**config.mk**
```make
export PLATFORM = sky130hd
export DESIGN_NAME = gbt_link_tester
export DESIGN_NICKNAME = d
export VERILOG_FILES = /design/src/rtl/gbt_link_tester_pkg.sv /design/src/rtl/gbt_pattern_checker.sv /design/src/rtl/gbt_link_tester.sv
export SDC_FILE = /design/constraint.sdc
export NUM_CORES = 1
export LEC_CHECK = 0
export CAP_MARGIN = 20
export CORE_MARGIN = 3
export CORE_UTILIZATION = 39
export DETAILED_ROUTE_END_ITERATION = 10
export DONT_BUFFER_PORTS = 1
export GPL_ROUTABILITY_DRIVEN = 1
export GPL_TIMING_DRIVEN = 0
export SYNTH_ARGS = -nofsm -noshare
export SYNTH_HDL_FRONTEND = slang
export SYNTH_SLANG_ARGS = --single-unit
```
**constraint.sdc**
```tcl
create_clock -name clk_ik -period 4.95 [get_ports clk_ik]
set_clock_uncertainty 0.2 [all_clocks]
set_input_delay 0.495 -clock clk_ik [delete_from_list [all_inputs] [get_ports clk_ik]]
set_output_delay 0.495 -clock clk_ik [all_outputs]
set_load 0.01 [all_outputs]
```
**src/rtl/gbt_link_tester_pkg.sv**
```systemverilog
`default_nettype none
// ============================================================================
//  Module      : MCPkg
//  Description : Shared types for the GBT link tester (TX mode select,
//                pattern checker states).
//  Revision    : 1.0 - initial release
// ============================================================================
package MCPkg;

    typedef enum logic [1:0] {
        MODE_USER     = 2'd0,
        MODE_LOOPBACK = 2'd1,
        MODE_PATTERN  = 2'd2,
        MODE_IDLE     = 2'd3
    } mode_e;

    typedef enum logic [0:0] {
        ST_HUNT   = 1'b0,
        ST_LOCKED = 1'b1
    } chk_state_e;

endpackage : MCPkg
`default_nettype wire

```
**src/rtl/gbt_pattern_checker.sv**
```systemverilog
`default_nettype none
// ============================================================================
//  Module      : gbt_pattern_checker
//  Description : Counter-pattern checker with HUNT/LOCKED hysteresis and a
//                saturating error counter.
//  Revision    : 1.0 - initial release
// ============================================================================
module gbt_pattern_checker
    import MCPkg::*;
#(
    parameter int DATA_W      = 80,
    parameter int LOCK_THRESH = 8,
    parameter int LOSS_THRESH = 4,
    parameter int ERR_W       = 16
) (
    input  logic              clk_ik,
    input  logic              rst_ir,
    input  logic [DATA_W-1:0] rx_data_ib,
    input  logic              rx_valid_i,
    input  logic              err_clear_i,
    output logic              locked_o,
    output logic [ERR_W-1:0]  err_cnt_ob,
    output logic              lock_lost_o
);

    localparam int CNT_W = $clog2(((LOCK_THRESH > LOSS_THRESH) ? LOCK_THRESH : LOSS_THRESH) + 1);
    localparam logic [CNT_W-1:0] c_LOCK_LAST = CNT_W'(LOCK_THRESH - 1);
    localparam logic [CNT_W-1:0] c_LOSS_LAST = CNT_W'(LOSS_THRESH - 1);

    chk_state_e        r_state;
    logic [DATA_W-1:0] r_stored;
    logic              r_seeded;
    logic [CNT_W-1:0]  r_good_cnt;
    logic [CNT_W-1:0]  r_bad_cnt;
    logic [ERR_W-1:0]  r_err;
    logic              r_locked;
    logic              r_lock_lost;
    logic              w_good;

    assign w_good = (rx_data_ib == r_stored + DATA_W'(1));

    always_ff @(posedge clk_ik) begin
        if (rst_ir) begin
            r_state     <= ST_HUNT;
            r_stored    <= '0;
            r_seeded    <= 1'b0;
            r_good_cnt  <= '0;
            r_bad_cnt   <= '0;
            r_err       <= '0;
            r_locked    <= 1'b0;
            r_lock_lost <= 1'b0;
        end else begin
            r_lock_lost <= 1'b0;
            if (rx_valid_i) begin
                r_stored <= rx_data_ib;
                // First frame after reset or loss of lock only seeds the reference
                if (!r_seeded) begin
                    r_seeded <= 1'b1;
                end else if (r_state == ST_HUNT) begin
                    if (!w_good) begin
                        r_good_cnt <= '0;
                    end else if (r_good_cnt == c_LOCK_LAST) begin
                        r_state    <= ST_LOCKED;
                        r_locked   <= 1'b1;
                        r_good_cnt <= '0;
                        r_bad_cnt  <= '0;
                    end else begin
                        r_good_cnt <= r_good_cnt + 1'b1;
                    end
                end else begin
                    if (w_good) begin
                        r_bad_cnt <= '0;
                    end else begin
                        if (r_err != '1) r_err <= r_err + 1'b1;
                        if (r_bad_cnt == c_LOSS_LAST) begin
                            r_state     <= ST_HUNT;
                            r_locked    <= 1'b0;
                            r_lock_lost <= 1'b1;
                            r_seeded    <= 1'b0;
                            r_bad_cnt   <= '0;
                            r_good_cnt  <= '0;
                        end else begin
                            r_bad_cnt <= r_bad_cnt + 1'b1;
                        end
                    end
                end
            end
            if (err_clear_i) r_err <= '0;
        end
    end

    assign locked_o    = r_locked;
    assign err_cnt_ob  = r_err;
    assign lock_lost_o = r_lock_lost;

endmodule : gbt_pattern_checker
`default_nettype wire

```
**src/rtl/gbt_link_tester.sv**
```systemverilog
`default_nettype none
// ============================================================================
//  Module      : gbt_link_tester
//  Description : GBT link tester - TX source mux with counter generator and
//                an independent RX counter-pattern checker.
//  Revision    : 1.0 - initial release
// ============================================================================
module gbt_link_tester
    import MCPkg::*;
#(
    parameter int DATA_W      = 80,
    parameter int LOCK_THRESH = 8,
    parameter int LOSS_THRESH = 4,
    parameter int ERR_W       = 16
) (
    input  logic              clk_ik,
    input  logic              rst_ir,
    input  logic [1:0]        mode_ib2,
    input  logic [DATA_W-1:0] user_data_ib,
    input  logic [DATA_W-1:0] rx_data_ib,
    input  logic              rx_valid_i,
    input  logic              err_clear_i,
    output logic [DATA_W-1:0] tx_data_ob,
    output logic              locked_o,
    output logic [ERR_W-1:0]  err_cnt_ob,
    output logic              lock_lost_o
);

    mode_e             w_mode;
    mode_e             r_mode_prev;
    logic [DATA_W-1:0] r_gen;
    logic [DATA_W-1:0] r_tx;
    logic [DATA_W-1:0] w_pat;
    logic [DATA_W-1:0] w_tx_next;

    assign w_mode = mode_e'(mode_ib2);

    // Entering PATTERN restarts the sequence so the first emitted frame is 0
    always_comb begin
        w_pat = (w_mode == MODE_PATTERN && r_mode_prev != MODE_PATTERN) ? '0 : r_gen;
        case (w_mode)
            MODE_USER:     w_tx_next = user_data_ib;
            MODE_LOOPBACK: w_tx_next = rx_data_ib;
            MODE_PATTERN:  w_tx_next = w_pat;
            default:       w_tx_next = '0;
        endcase
    end

    always_ff @(posedge clk_ik) begin
        if (rst_ir) begin
            r_tx        <= '0;
            r_gen       <= '0;
            r_mode_prev <= MODE_USER;
        end else begin
            r_tx        <= w_tx_next;
            r_mode_prev <= w_mode;
            if (w_mode == MODE_PATTERN) r_gen <= w_pat + DATA_W'(1);
        end
    end

    assign tx_data_ob = r_tx;

    gbt_pattern_checker #(
        .DATA_W      (DATA_W),
        .LOCK_THRESH (LOCK_THRESH),
        .LOSS_THRESH (LOSS_THRESH),
        .ERR_W       (ERR_W)
    ) u_checker (
        .clk_ik      (clk_ik),
        .rst_ir      (rst_ir),
        .rx_data_ib  (rx_data_ib),
        .rx_valid_i  (rx_valid_i),
        .err_clear_i (err_clear_i),
        .locked_o    (locked_o),
        .err_cnt_ob  (err_cnt_ob),
        .lock_lost_o (lock_lost_o)
    );

endmodule : gbt_link_tester
`default_nettype wire

```
==> summary.md <==
| Metric | Value |
|---|---|
| Final WL | `57200 µm` |
| Post-synth top area share | `36.8%` |
| Skew-Pair Late Insertion Delay | `0.58 ns` |
| Reg2Reg Depth | `14` |
| Met1 GRT Util | `36.9%` |
| P_leak | `6.66 nW` |
| H-Tree Level Count | `1` |
| Core Area | `36900 µm²` |
| Worst rel slew slack | `27.0%` |
| Final setup viols | `0` |
| Least-Margin Pin Slew | `1.10 ns` |
| Unique masters post-synth | `69` |
| Worst Hold Class | `in2reg` |
| Fin crit period | `4.75 ns` |
| Critical path endpoint category | `flop` |
| Number of flops mapped to enable cells by yosys | `0` |
| Syn_nets | `1982` |
| FMAX | `211 MHz` |
| Status | `complete, no violations` |
| Synth area leaders | `dfxtp_1 (37%), mux2i_1 (11%), nor2_1 (9.1%)` |
| Register area | `5420 µm²` |
| Synth-to-Final Area Change | `22.3%` |
| CTS buffer count | `31` |
| Clock tree buffer depth | `3` |
| Post-synthesis cell count | `1809` |
| Global route hottest layer | `met2` |
| Crit path DAT | `5.05 ns` |
| Grt met3 use | `5.96%` |
| Final Hold Fails | `0` |
| Power per cell area | `307 nW/µm²` |
| Final Cycle Share | `95.9%` |
| Multi-input logic area | `9110 µm²` |
| Setup TNS Final | `0 ns` |
| Layout cells sized above 1 | `7.60%` |
| FF-to-FF Start | `u_checker.r_stored[8]$_SDFFE_PP0P_` |
| DRT antenna net count | `0` |
| Most used DFF post-synth | `dfxtp_1` |
| CTS tree | `yes` |
| Clock Sinks | `270` |
| Clk slew on worst S/H paths | `0.06 ns` |
| Nature of the critical path startpoint | `flop` |
| Post-DP HPWL | `42100 µm` |
| Setup CP Type | `reg2reg` |
| Wirelength per Cell | `23.0 µm` |
| Mean area per synthesized cell | `8.13 µm²` |
| Placed cell areas | `15400 µm²` |
| Max Slew Vio Count | `0` |
| MaxCap Viol Count | `0` |
| Final Instance Area | `18000 µm²` |
| Std cell rows | `70` |
| CTS root buf | `clkbuf_16` |
| CP required | `5.26 ns` |
| Vias | `14300` |
| Grt total ovfl | `0` |
| Pre-antenna DRT Iters | `6` |
| FFs w/ async S/R, synth | `0%` |
| DRC errors left | `0` |
| Seq/Total Area, Yosys | `36.8%` |
| Worst setup path start | `u_checker.r_stored[8]$_SDFFE_PP0P_` |
| Yosys warns | `0` |
| First-pass GRT wire length | `85700 µm` |
| Initial DRC count | `1224` |
| Met2 Usage GRT | `42.9%` |
| Die width | `200 µm` |
| Port Buffers | `0` |
| Vias in the first global route | `13700` |
| Antenna violations before repair | `1` |
| Worst Setup EP | `u_checker.r_bad_cnt[3]$_SDFFE_PP0P_` |
| Total track usage | `27.3%` |
| Fillers | `3597` |
| Via density | `5.72` |
| Chip height | `200 µm` |
| Initial Util | `39.9%` |
| Num ports | `264` |
| Yosys reg bits | `270` |
| Placer Congestion | `0.958` |
| Post-Syn Area | `14700 µm²` |
| Largest net degree at the start of global routing | `16` |
| Critical R2R Capture | `u_checker.r_bad_cnt[3]$_SDFFE_PP0P_` |
| Layout Nets | `2134` |
| Crit-path max FO | `9` |
| R2r setup slk | `0.20 ns` |
| RSZ-0062 raised after global routing | `false` |
| Worst VDD drop | `282 µV` |
| Synth area leader | `dfxtp_1` |
| DIE AREA | `40100 µm²` |
final cells by class:
class,count,area share (%)
multi-input combinational,1425,50.7
sequential,270,30.1
antenna,1,0.0139
buffer,83,1.91
tap,504,3.51
clock buffer,36,4.64
inverter,21,0.438
timing repair buffer,129,6.89
clock inverter,22,1.79
worst max-delay path, stage by stage, from the launching register on:
cell	delay, ns
dfxtp_1	0.39
nand4_1	0.16
or4_1	0.53
buf_2	0.22
or4_4	0.60
o41ai_4	0.34
nand4_1	0.16
a2111o_1	0.53
nor3_4	0.24
inv_1	0.06
ha_1	0.18
or3_4	0.43
or3_1	0.36
a21o_1	0.16
a21oi_1	0.12
cells in the mapped netlist (all sizes together) (8+ instances only):
| library cell | count |
|---|---|
| a21oi | 104 |
| nor4 | 45 |
| or4 | 26 |
| or2 | 10 |
| a31oi | 9 |
| and4 | 15 |
| mux2i | 165 |
| clkbuf | 76 |
| nand2 | 134 |
| nand3 | 70 |
| nor2b | 10 |
| o21ai | 23 |
| inv | 21 |
| buf | 17 |
| nand4 | 68 |
| and3 | 24 |
| dfxtp | 270 |
| o211ai | 12 |
| o22a | 8 |
| nor3 | 35 |
| and2 | 15 |
| or3 | 31 |
| o31ai | 9 |
| nor2 | 357 |
| xnor2 | 109 |
| xor2 | 74 |
placed cells by master (no fill, tap or decap), drive strengths merged, types with 5 or more instances in the layout:
cell type | netlist | final
or2 | 10 | 10
nor4 | 45 | 45
nor2b | 10 | 10
nor3 | 35 | 35
nor3b | 6 | 6
bufinv | 0 | 7
nand2 | 134 | 134
or3 | 31 | 31
o22a | 8 | 8
nand2b | 7 | 7
xnor2 | 109 | 109
and3 | 24 | 24
clkinv | 0 | 5
inv | 21 | 24
dfxtp | 270 | 270
o31ai | 9 | 9
mux2i | 165 | 165
nor2 | 357 | 357
and2 | 15 | 15
a31oi | 9 | 9
o21a | 5 | 5
and4 | 15 | 15
xor2 | 74 | 74
nand4 | 68 | 68
o21ai | 23 | 23
dlygate4sd3 | 0 | 103
clkbuf | 76 | 101
o211ai | 12 | 12
or4 | 26 | 26
o2111ai | 5 | 5
ha | 7 | 7
clkinvlp | 0 | 7
nand3 | 70 | 70
a21oi | 104 | 104
buf | 17 | 44
flip-flops by register name (all words and copies together) (netlist names), 2 cells and up:
name and flops:
r_gen 80, tx_data_ob 80, u_checker.r_stored 80, u_checker.err_cnt_ob 16
u_checker.r_bad_cnt 4, u_checker.r_good_cnt 4, r_mode_prev 2
worst min path at each step:
stage | from | endpoint | slack [ns] | cells past startpoint
floorplan | u_checker.r_good_cnt[3]$_SDFFE_PP0P_ | u_checker.r_good_cnt[3]$_SDFFE_PP0P_ | 0.24 | 2
global placement | u_checker.r_good_cnt[3]$_SDFFE_PP0P_ | u_checker.r_good_cnt[3]$_SDFFE_PP0P_ | 0.26 | 2
detailed placement | u_checker.r_good_cnt[1]$_SDFFE_PP0P_ | u_checker.r_good_cnt[1]$_SDFFE_PP0P_ | 0.27 | 2
CTS | user_data_ib[78] | tx_data_ob[78]$_SDFF_PP0_ | 0.0007 | 4
global route | err_clear_i | u_checker.err_cnt_ob[4]$_SDFFE_PP0P_ | 0.03 | 3
finish | user_data_ib[11] | tx_data_ob[11]$_SDFF_PP0_ | 0.03 | 4
kinds of logic (layout without fill, tap and decap cells):
group | after synthesis | after routing | share of synthesized area, %
multiplexers | 166 | 166 | 11.3
flip-flops | 270 | 270 | 36.8
AO/OA/AOI/OAI | 204 | 204 | 8.62
other | 0 | 1 | 0
buffers and inverters | 114 | 291 | 3.06
adder cells (fa/ha/maj) | 7 | 7 | 0.596
AND/OR/NAND/NOR | 865 | 865 | 28.8
XOR/XNOR | 183 | 183 | 10.9
through the flow:
stage | instances | setup slack (ns) | utilization (%) | power, mW | hold slack [ns]
global route | 2491 | 0.0101 | 48.8 | 5.71 | 0.0296
finish | 2491 | 0.201 | 48.8 | 5.52 | 0.0267
CTS | 2488 | 0.000414 | 48.3 | 5.55 | 0.000713
global placement | 2313 | -2.54 | 41.6 | 2.87 | 0.256
floorplan | 1809 | 0.00229 | - | 2.72 | 0.240
detailed placement | 2316 | -2.03 | 41.7 | 2.88 | 0.268
layer usage:
metal  vias to the layer above  wire, µm
met5                         -         0
met4                         0      2340
met3                       135      5050
met2                       649     25200
met1                      6786     24600
li1                       6680         -
report_power, final:
| part | switching (mW) | internal (mW) |
|---|---|---|
| registers | 0.0927 | 2.25 |
| logic | 0.342 | 0.256 |
| clock network | 1.01 | 1.58 |
repair_timing:
action	4_1_cts	5_1_grt
buffers inserted	13	10
pin swaps	12	10
resized for setup	29	32
endpoints found under the setup margin	25	15
hold buffers	103	0
hold endpoints to repair	104	0
Note: power is estimated with default switching activity, not from simulation.
